$ cat src/rtl/dlf_iir_param.sv
// Order-N IIR loop filter driving the DCO word, one shared MAC per clock.
// Double-buffered runtime coefficients, bang-bang input option, saturation.
module dlf_iir_param #(
  parameter int ORDER   = 3,
  parameter int IN_W    = 8,
  parameter int BB_MODE = 0,
  parameter int OUT_W   = 12,
  parameter int B_W     = 13,
  parameter int B_FRAC  = 11,
  parameter int A_W     = 21,
  parameter int A_FRAC  = 19,
  parameter int ACC_W   = 48
) (
  input  logic                    clk,
  input  logic                    rstn,
  input  logic signed [IN_W-1:0]  master_in,
  input  logic                    in_valid,
  output logic                    in_ready,
  output logic signed [OUT_W-1:0] slave_out,
  output logic                    out_valid,
  output logic                    sat_flag,
  input  logic                    hold,
  input  logic                    clr,
  input  logic                    coef_we,
  input  logic [3:0]              coef_addr,
  input  logic [A_W-1:0]          coef_wdata,
  input  logic                    coef_commit
);

  localparam int NC  = 2 * ORDER + 1;
  localparam int KW  = $clog2(NC + 1);
  localparam int D_W = (IN_W > OUT_W) ? IN_W : OUT_W;
  localparam int P_W = A_W + D_W;
  localparam int SH  = A_FRAC - B_FRAC;

  localparam logic signed [ACC_W-1:0] HALF =
    ACC_W'(1) <<< (A_FRAC - 1);
  localparam logic signed [ACC_W-1:0] YMAX =
    (ACC_W'(1) <<< (OUT_W - 1)) - ACC_W'(1);
  localparam logic signed [ACC_W-1:0] YMIN =
    -(ACC_W'(1) <<< (OUT_W - 1));

  typedef enum logic [1:0] {IDLE, MAC, OUT} state_t;

  state_t                  state, state_nxt;
  logic [KW-1:0]           k;
  logic signed [ACC_W-1:0] acc;
  logic [A_W-1:0]          shadow [NC];
  logic [A_W-1:0]          active [NC];
  logic [A_W-1:0]          sh_nxt [NC];
  logic                    pend;
  logic signed [IN_W-1:0]  xh [ORDER+1];
  logic signed [OUT_W-1:0] yh [ORDER];

  logic [A_W-1:0]          cword;
  logic signed [B_W-1:0]   bcoef;
  logic signed [A_W-1:0]   coef_op;
  logic signed [D_W-1:0]   dsel;
  logic                    is_b;
  logic signed [P_W-1:0]   prod;
  logic signed [ACC_W-1:0] prod_ext;
  logic signed [ACC_W-1:0] term;
  logic signed [ACC_W-1:0] rnd;
  logic signed [OUT_W-1:0] y_sat;
  logic                    sat;
  logic signed [IN_W-1:0]  x_in;
  logic                    take;
  logic                    copy;

  assign in_ready = (state == IDLE);
  assign take     = in_valid && in_ready && !hold;

  always_comb begin
    if (BB_MODE != 0)
      x_in = master_in[0] ? IN_W'(1) : {IN_W{1'b1}};
    else
      x_in = master_in;
  end

  // Operand select: k = 0..N walks b/x, k = N+1..2N walks a/y.
  always_comb begin
    cword = '0;
    dsel  = '0;
    is_b  = 1'b0;
    for (int i = 0; i < NC; i++)
      if (k == KW'(i)) cword = active[i];
    for (int i = 0; i <= ORDER; i++)
      if (k == KW'(i)) begin
        dsel = D_W'(xh[i]);
        is_b = 1'b1;
      end
    for (int i = 0; i < ORDER; i++)
      if (k == KW'(ORDER + 1 + i)) dsel = D_W'(yh[i]);
  end

  always_comb begin
    bcoef    = cword[B_W-1:0];
    coef_op  = is_b ? A_W'(bcoef) : $signed(cword);
    prod     = P_W'(coef_op) * P_W'(dsel);
    prod_ext = ACC_W'(prod);
    term     = is_b ? (prod_ext <<< SH) : -prod_ext;
  end

  always_comb begin
    rnd   = (acc + HALF) >>> A_FRAC;
    sat   = 1'b0;
    y_sat = rnd[OUT_W-1:0];
    if (rnd > YMAX) begin
      y_sat = YMAX[OUT_W-1:0];
      sat   = 1'b1;
    end else if (rnd < YMIN) begin
      y_sat = YMIN[OUT_W-1:0];
      sat   = 1'b1;
    end
  end

  always_comb begin
    state_nxt = state;
    unique case (state)
      IDLE:    if (take) state_nxt = MAC;
      MAC:     if (k == KW'(NC - 1)) state_nxt = OUT;
      OUT:     state_nxt = IDLE;
      default: state_nxt = IDLE;
    endcase
    if (clr) state_nxt = IDLE;
  end

  always_ff @(posedge clk or negedge rstn) begin
    if (!rstn) begin
      state     <= IDLE;
      k         <= '0;
      acc       <= '0;
      slave_out <= '0;
      out_valid <= 1'b0;
      sat_flag  <= 1'b0;
      for (int i = 0; i <= ORDER; i++) xh[i] <= '0;
      for (int i = 0; i < ORDER; i++) yh[i] <= '0;
    end else begin
      state     <= state_nxt;
      out_valid <= 1'b0;
      if (clr) begin
        k         <= '0;
        acc       <= '0;
        slave_out <= '0;
        sat_flag  <= 1'b0;
        for (int i = 0; i <= ORDER; i++) xh[i] <= '0;
        for (int i = 0; i < ORDER; i++) yh[i] <= '0;
      end else begin
        unique case (state)
          IDLE: if (take) begin
            xh[0] <= x_in;
            for (int i = 1; i <= ORDER; i++)
              xh[i] <= xh[i-1];
            k <= '0;
          end
          MAC: begin
            acc <= (k == '0) ? term : acc + term;
            k   <= k + KW'(1);
          end
          OUT: begin
            slave_out <= y_sat;
            sat_flag  <= sat;
            out_valid <= 1'b1;
            yh[0]     <= y_sat;
            for (int i = 1; i < ORDER; i++)
              yh[i] <= yh[i-1];
          end
          default: ;
        endcase
      end
    end
  end

  always_comb begin
    for (int i = 0; i < NC; i++) sh_nxt[i] = shadow[i];
    if (coef_we)
      for (int i = 0; i < NC; i++)
        if (int'(coef_addr) == i) sh_nxt[i] = coef_wdata;
  end

  // Active bank only changes in IDLE so a sample never mixes banks.
  assign copy = (state == IDLE) && (pend || coef_commit);

  always_ff @(posedge clk or negedge rstn) begin
    if (!rstn) begin
      pend <= 1'b0;
      for (int i = 0; i < NC; i++) begin
        shadow[i] <= '0;
        active[i] <= '0;
      end
    end else begin
      shadow <= sh_nxt;
      if (copy) begin
        active <= sh_nxt;
        pend   <= 1'b0;
      end else if (coef_commit) begin
        pend <= 1'b1;
      end
    end
  end

endmodule

$ cat config.mk
export PLATFORM = sky130hd
export DESIGN_NAME = dlf_iir_param
export DESIGN_NICKNAME = d
export VERILOG_FILES = /design/src/rtl/dlf_iir_param.sv
export SDC_FILE = /design/constraint.sdc
export NUM_CORES = 1
export LEC_CHECK = 0
export ABC_AREA = 1
export ABC_CLOCK_PERIOD_IN_PS = 9700
export CORE_ASPECT_RATIO = 0.6
export CORE_MARGIN = 1
export CORE_UTILIZATION = 65
export CTS_BUF_LIST = sky130_fd_sc_hd__clkbuf_4 sky130_fd_sc_hd__clkbuf_8
export CTS_CLUSTER_SIZE = 25
export DETAILED_ROUTE_END_ITERATION = 10
export MAX_ROUTING_LAYER = met4
export PLACE_DENSITY_LB_ADDON = 0.3
export SETUP_SLACK_MARGIN = 0.4
export SYNTH_ARGS = -nofsm -noshare
export SYNTH_HDL_FRONTEND = slang
export SYNTH_SLANG_ARGS = --single-unit
export TNS_END_PERCENT = 30
$ cat constraint.sdc
create_clock -name clk -period 9.7 [get_ports clk]
set_clock_uncertainty 0.1 [all_clocks]
set_input_delay 1.94 -clock clk [delete_from_list [all_inputs] [get_ports clk]]
set_output_delay 1.94 -clock clk [all_outputs]
set_load 0.02 [all_outputs]
== After elaboration in Yosys (flattened, before gate mapping) ==
Cells that the tools add are included.

* Flip-flop bits (word level): 430
* Output and inout bits: 15
* Bits of input ports: 40

* Multiplexer cells: 55
* Reductions and logical operators: 17
* Equality and inequality tests: 16
* $mul: 1
* Order comparisons: 2
* Add/sub/neg operators: 4

{| class="wikitable"
|+ Operator list
! kind !! number
|-
| $mux 21 || 15
|-
| $mux 48 || 4
|-
| $mux 147 || 1
|-
| $mux 12 || 11
|-
| $mux 32 || 3
|-
| $mux 36 || 2
|-
| $add 48x20->48 const B || 1
|-
| $add 48x48->48 || 1
|-
| $neg 33->48 || 1
|-
| $mul 21x12->33 || 1
|-
| $gt 29x12->1 const B || 1
|-
| $lt 29x12->1 const B || 1
|-
| $eq 4x4->1 const B || 3
|-
| $mux 1 || 12
|-
| $reduce_bool 2->1 || 5
|-
| $eq 3x3->1 const B || 3
|-
| $eq 4x3->1 const B || 2
|-
| $eq 3x2->1 const B || 2
|-
| $mux 2 || 3
|-
| $mux 3 || 2
|-
| $pmux 3 s2 || 1
|-
| $reduce_and 2->1 || 3
|-
| $eq 4x2->1 const B || 1
|-
| $logic_not 4->1 || 1
|-
| other kinds (13) || 15
|}

== Depth between registers and ports, before layout ==
Gate-level depths: netlist of the first run.

* Depth in word-level cells: 16
* Mapped depth: 61
* Gate-level depth less buffers: 59

== Worst setup path before layout of the first run ==
No wires, ideal clock.

* Path type: flip-flop to flip-flop
* Start: register k[0]
* End: register acc[41]
* Data required time: 9.472 ns
* Period minus slack after synthesis: 8.755 ns
* Library setup time: 0.128 ns
* Buffers on the path: 4
* Arrival: 8.527 ns
* Cell stages (with the launch flop): 49
* Setup slack: 0.945 ns
* Path through: dfrtp_1 ha_1 ha_1 inv_1 buf_2 buf_2 o21ai_0 o22ai_1 o211ai_1 a22oi_1 clkbuf_1 inv_1 nor2_1 fa_1 inv_1 fa_1 fa_1 inv_1 [13 not listed] inv_1 nor2_1 nand4_1 nand2_1 a21oi_1 ha_1 clkbuf_1 nand2_1 nor2_1 inv_1 nor4_1 nand3_1 nand3_1 nand3_1 o211ai_1 a21oi_1 o21ai_0 nand3_1

* Word-level cells in the longest chain between the ends: 16

{| class="wikitable"
|+ RTL lines
! element !! line !! RTL
|-
| start, declared || 46 || <nowiki>logic [KW-1:0] k;</nowiki>
|-
| start signal, assigned || 158 || <nowiki>k <= k + KW'(1);</nowiki>
|-
| $logic_not 3->1 || 86, 88, 157 ||
|-
| $mux 21 (7 in a row) || 86 || <nowiki>if (k == KW'(i)) cword = active[i];</nowiki>
|-
| $mux 21 || 98 || <nowiki>coef_op = is_b ? A_W'(bcoef) : $signed(cword);</nowiki>
|-
| $mul 21x12->33 || 99 || <nowiki>prod = P_W'(coef_op) * P_W'(dsel);</nowiki>
|-
| $neg 33->48 || 101 || <nowiki>term = is_b ? (prod_ext <<< SH) : -prod_ext;</nowiki>
|-
| $mux 48 || 101 ||
|-
| $add 48x48->48 || 157 || <nowiki>acc <= (k == '0) ? term : acc + term;</nowiki>
|-
| $mux 48 (*) || 157 ||
|-
| $mux 48 (*) || 149 || <nowiki>unique case (state)</nowiki>
|-
| $mux 48 (*) || 141 || <nowiki>if (clr) begin</nowiki>
|-
| end signal, assigned || 157 ||
|-
| end, declared || 47 || <nowiki>logic signed [ACC_W-1:0] acc;</nowiki>
|}

Every way passes the cells marked *; elsewhere a longest branch is shown, timed or not. The select of a mux whose other input is x is not followed.
A chain may end at the register's enable or synchronous reset.

== Worst setup path after layout of the first run ==
* Start: register k[0]
* End: register acc[27]

Same word-level chain as after synthesis.

==> results_dict.tcl, run 1 <==
set metrics [dict create \
    layout.cells.most_common "nand2_1" \
    global_route.usage.total_pct 44.8 \
    setup_slack_ps 153 \
    die_area_um2 51300 \
    period_share_pct 98.4 \
    rrSetupSlack_ps 150 \
    crit_path_max_fo 12 \
    drv_cap 0 \
    worst-endpoint-arrival_ps 10040 \
    fin_setup_tns_ps 0 \
    worst_setup_path_start_kind "flop" \
    areaGrowthSynthToFinish_pct 23.9 \
    synth_edf_count 0 \
    detail_route.wl_per_cell_um 21.2 \
    grt_pass1_vias 30100 \
    pin_count 55 \
    netlist_instances 4246 \
    multi_input_comb_area_um2 20900 \
    insertion_delay_ps 700 \
    fillers 3106 \
    worst_slew_margin_rel_pct 16.6 \
    ys_seq_area_share_pct 31.3 \
    critPathTopFamily "buffers and inverters" \
    number_of_h_tree_levels 2 \
    avgSynthCellArea_um2 7.71 \
    drt.antenna.violating_nets 0 \
    crit_type "reg2reg" \
    die_height_um 176 \
    hold_violations 0 \
    postRouteWirelength_um 114000 \
    maxClockFrequency_mhz 105 \
    critPathRequiredTime_ps 10190 \
    port_buffers 54 \
    layout_common_cells "nand2_1 (952), inv_1 (670), buf_4 (423)" \
    initial_core_util_pct 66.1 \
    syn_nets 4639 \
    outcome "completed" \
    actual_slew_at_the_worst_max_slew_pin_ps 1250 \
    dp.final_hpwl_um 81100 \
    cts_root_buffer "clkbuf_8" \
    cts_made_buffers 59 \
    number_of_pins_with_negative_max_slew_slack_in_the_final_report 0 \
    vias 32300 \
    layout.nets 5070 \
    grt_remaining_overflow 0 \
    finalCriticalPeriod_ps 9550 \
    crit_path_max_incr_delay_ps 530 \
    cts_max_path_buffers 3 \
    clk_pin_slew_worst_paths_ps 90 \
    critPathLaunch "k[0]" \
    syn_area_um2 32700 \
    ys_warn_count 0 \
    clock_sinks 410 \
    regToRegEndpoint "acc[27]" \
    area.sequential_um2 10300 \
    detail_route.vias_per_cell 6.01 \
    drt-initial-drc-count 4379 \
    synth_ff_type "dfrtp_1" \
    rows 63 \
    cp.depth 56 \
    crit_path_top_delay_cell "fa_1" \
    pre_cts_slack_ps -642 \
    routabilityCongestion 1.06 \
    number_of_antenna_violations_at_the_first_check_in_global_routing 2 \
    synth_register_bits 410 \
    final_util_pct 82.0 \
    ys_async_sr_fraction_pct 100 \
    min-delay-path-class "reg2reg" \
    critPathCaptureType "flop" \
    wire_length_of_the_first_global_routing_pass_um 171000 \
    core_um2 49500 \
    netlist_cell_types 62 \
    drive_above_1_share_pct 24.0 \
    tritoncts "yes" \
    drc_markers 0 \
    rsz0062_at_grt "true" \
    path_common_cell "buf_4" \
    die_w_um 292 \
    grt_start_max_net_pins 186 \
    critPathCapture "acc[27]" \
    dr.pass1.iters 6 \
    critical_path.n_buffers_inverters 27 \
    reg2reg_depth 56 \
    reg2reg_from "k[0]" \
    setup-violations-final 0 \
    hold-worst-slack_ps 396 \
]
worst reg2reg max path, delay by kind of cell (launching register included):
family | cells | cell delay [ps]
buf+inv | 27 | 3170
fa+ha+maj | 7 | 2980
simple gates | 16 | 1730
compound gates | 6 | 1060
flops | 1 | 430
cell type report:
cell class                 count  area share (%)
timing repair inverter         1          0.0216
multi-input combinational   2939            51.5
antenna                        3          0.0185
timing repair buffer         526            11.1
sequential                   410            25.3
clock buffer                  90            2.70
inverter                     740            6.92
tap                          650            2.00
clock inverter                13           0.472
Yosys cell counts, types with 6 or more instances:
master    count  area share, %
a21boi_0     10           0.23
a21o_1        8           0.18
a21oi_1     163            2.5
a221oi_1     24           0.64
a22oi_1      12           0.28
a31oi_1      15           0.29
and2_1        6           0.11
buf_1        10           0.11
buf_2        28           0.43
buf_4        15           0.34
clkbuf_1    103            1.2
clkinv_1      7          0.080
dfrtp_1     410             31
fa_1        229             14
ha_1        124            4.7
inv_1       715            8.2
inv_2        17           0.19
mux2_2       94            3.2
nand2_1    1008             12
nand2_2      14           0.27
nand3_1     205            3.1
nand3_2      10           0.31
nand3b_1      6           0.14
nand4_1      46           0.88
nor2_1      378            4.3
nor2_2       16           0.31
nor3_1       32           0.49
nor4_1       14           0.27
o211ai_1     30           0.69
o21a_1       14           0.32
o21ai_0     294            4.5
o21ai_1      12           0.18
o21bai_1      6           0.14
o22ai_1      44           0.84
o31ai_1       6           0.14
or2_2        16           0.31
xnor2_1      10           0.27
xor2_1       44            1.2
logic make-up (layout without fill, tap and decap cells):
logic type                 after synthesis  count (layout)  share of synthesized area (%)
other                                    0               3                              0
muxes                                   94              94                           3.23
xor gates and xnor gates                55              55                           1.49
buffers and inverters                  897            1370                           10.6
AOI/OAI and AO/OA                      666             666                           11.8
and+or+nand+nor                       1771            1771                           22.8
DFF                                    410             410                           31.3
adders and majority gates              353             353                           18.7
per-layer routing:
layer	track usage, %	vias up	part of all wire [%]
li1	-	14300	-
met1	67.7	15400	43
met2	56.0	2234	39
met3	17.8	261	17
met4	7.19	0	1.9
met5	-	-	0
repair_timing:
action                                  CTS  global route
pin swaps                                73           136
hold buffers                              0             0
setup buffers                            60            42
gates resized for setup                 221           297
endpoints found under the setup margin   30            33
cloned                                    5             2
stage by stage:
step                cell area (µm²)  std cells
floorplan                     32700       4246
global placement              36400       5157
detailed placement            36400       5157
CTS                           39100       5325
global route                  40600       5371
finish                        40600       5372
registers in the layout, indices dropped and copies added (netlist names):
| register | flops |
|---|---|
| acc | 48 |
| pend | 1 |
| active | 143 |
| shadow | 143 |
| xh | 32 |
| out_valid | 1 |
| sat_flag | 1 |
| state | 2 |
| slave_out | 12 |
| k | 3 |
| yh | 24 |
how the worst min path moves through the flow:
stage / from / cells after the start / slack (ps) / to
2_1_floorplan: yh[1] / 2 / 350 / yh[1]
3_3_place_gp: yh[8] / 2 / 370 / yh[8]
3_5_place_dp: yh[7] / 2 / 380 / yh[7]
4_1_cts: yh[7] / 2 / 390 / yh[7]
5_1_grt: yh[2] / 2 / 410 / yh[2]
6_report: shadow[59] / 2 / 400 / shadow[59]
Power of run 1 is not shown: default switching activity piles up to over one toggle a cycle in this logic, so the estimate is an artifact.
==> run 2, diff against run 1 <==
--- a/config.mk
+++ b/config.mk
@@ -9,7 +9,7 @@
 export ABC_CLOCK_PERIOD_IN_PS = 9700
 export CORE_ASPECT_RATIO = 0.6
 export CORE_MARGIN = 1
-export CORE_UTILIZATION = 65
+export CORE_UTILIZATION = 59
 export CTS_BUF_LIST = sky130_fd_sc_hd__clkbuf_4 sky130_fd_sc_hd__clkbuf_8
 export CTS_CLUSTER_SIZE = 25
 export DETAILED_ROUTE_END_ITERATION = 10
==> results_dict.tcl, run 2 (synthesized netlist as in run 1, its figures left out) <==
set metrics [dict create \
    outcome "completed" \
    setup-violations-final 0 \
    largest_registers "active (143), shadow (143), acc (48)" \
    dr.pass1.iters 8 \
    insertion_delay_ps 700 \
    actual_slew_at_the_worst_max_slew_pin_ps 1160 \
    grt_remaining_overflow 0 \
    initial_core_util_pct 60.1 \
    layout_common_cells "nand2_1 (950), inv_1 (686), dfrtp_1 (409)" \
    cts_max_path_buffers 3 \
    wire_length_of_the_first_global_routing_pass_um 164000 \
    layout.nets 5006 \
    rsz0062_at_grt "true" \
    regToRegEndpoint "acc[37]" \
    critPathCaptureType "flop" \
    cts_root_buffer "clkbuf_8" \
    worst_setup_path_start_kind "flop" \
    number_of_antenna_violations_at_the_first_check_in_global_routing 1 \
    hold_violations 0 \
    areaGrowthSynthToFinish_pct 22.3 \
    port_buffers 54 \
    postRouteWirelength_um 108000 \
    fillers 4024 \
    hold_path_startpoint "yh[1]" \
    path_common_cell "inv_1" \
    tritoncts "yes" \
    maxClockFrequency_mhz 105 \
    finalCriticalPeriod_ps 9550 \
    global_route.usage.total_pct 38.8 \
    hold_path_end "yh[1]" \
    detail_route.vias_per_cell 5.79 \
    reg2reg_depth 54 \
    grt_start_max_net_pins 185 \
    layout.cells.most_common "nand2_1" \
    hold_path_depth 2 \
    cts_made_buffers 59 \
    dp.final_hpwl_um 78300 \
    number_of_h_tree_levels 2 \
    reg2reg_from "k[1]" \
    die_area_um2 56500 \
    hold-worst-slack_ps 390 \
    drt-initial-drc-count 3653 \
    crit_path_top_delay_cell "fa_1" \
    min-delay-path-class "reg2reg" \
    vias 31100 \
    crit_path_max_fo 13 \
    pin_count 55 \
    drive_above_1_share_pct 22.3 \
    crit_path_max_incr_delay_ps 550 \
    routabilityCongestion 1.04 \
    critPathRequiredTime_ps 10190 \
    core_um2 54500 \
    number_of_pins_with_negative_max_slew_slack_in_the_final_report 0 \
    detail_route.wl_per_cell_um 20.0 \
    die_w_um 306 \
    drt.antenna.violating_nets 0 \
    crit_type "reg2reg" \
    drc_markers 0 \
    rrSetupSlack_ps 150 \
    ctsHoldBuffers 0 \
    drv_cap 0 \
    die_height_um 184 \
    grt_pass1_vias 29100 \
    worst-endpoint-arrival_ps 10040 \
    clock_sinks 410 \
    worst_slew_margin_rel_pct 22.7 \
    period_share_pct 98.4 \
    clk_pin_slew_worst_paths_ps 80 \
    fin_setup_tns_ps 0 \
    rows 66 \
]
-- run 2: worst max-delay path by stage --
stage / start / to / slack, ps / cells past startpoint
floorplan: k[0] / acc[41] / 950 / 48
global placement: k[0] / acc[37] / -200 / 49
detailed placement: k[1] / acc[40] / -300 / 49
CTS: k[1] / acc[25] / 340 / 55
global route: k[1] / acc[37] / -290 / 54
finish: k[1] / acc[37] / 150 / 54
-- run 2: area by class of cell --
type | instances | area [µm²] | area share [%]
Sequential cell | 410 | 10300 | 25.6
Clock inverter | 16 | 265 | 0.662
Tap cell | 714 | 893 | 2.23
Inverter | 740 | 2830 | 7.05
Clock buffer | 90 | 1120 | 2.80
Timing Repair Buffer | 460 | 4000 | 9.98
Multi-Input combinational cell | 2941 | 20700 | 51.6
Antenna cell | 1 | 2.50 | 0.00625
Timing Repair inverter | 1 | 6.26 | 0.0156
-- run 2: timing repair --
| action | in CTS | in global routing |
|---|---|---|
| buffers inserted | 37 | 47 |
| gates resized for setup | 162 | 283 |
| setup endpoints to repair | 30 | 35 |
| cloned | 4 | 3 |
| pin swaps | 35 | 108 |
-- run 2: metrics by stage --
stage	util, %	area [µm²]	cells	setup WS, ps
2_1_floorplan	-	32700	4246	945
3_3_place_gp	66.2	36100	5175	-198
3_5_place_dp	66.2	36100	5175	-297
4_1_cts	70.6	38500	5322	339
5_1_grt	73.5	40000	5372	-294
6_report	73.5	40100	5373	151
-- run 2: worst max-delay path, delay by kind of cell (launching register included) --
kind                       cells  cell delay, ps
buffers and inverters         17            1940
DFF                            1             410
and+or+nand+nor               22            2390
adders and majority gates      8            3270
AOI/OAI and AO/OA              7            1310
-- run 2: layer usage --
metal	wire length, µm	part of all wire [%]	vias up	track usage [%]
li1	-	-	14200	-
met1	48500	45	15000	59.3
met2	41100	38	1776	49.0
met3	16300	15	169	13.7
met4	1810	1.7	0	6.30
met5	0	0	-	-
Power of run 2 is left out for the same reason.
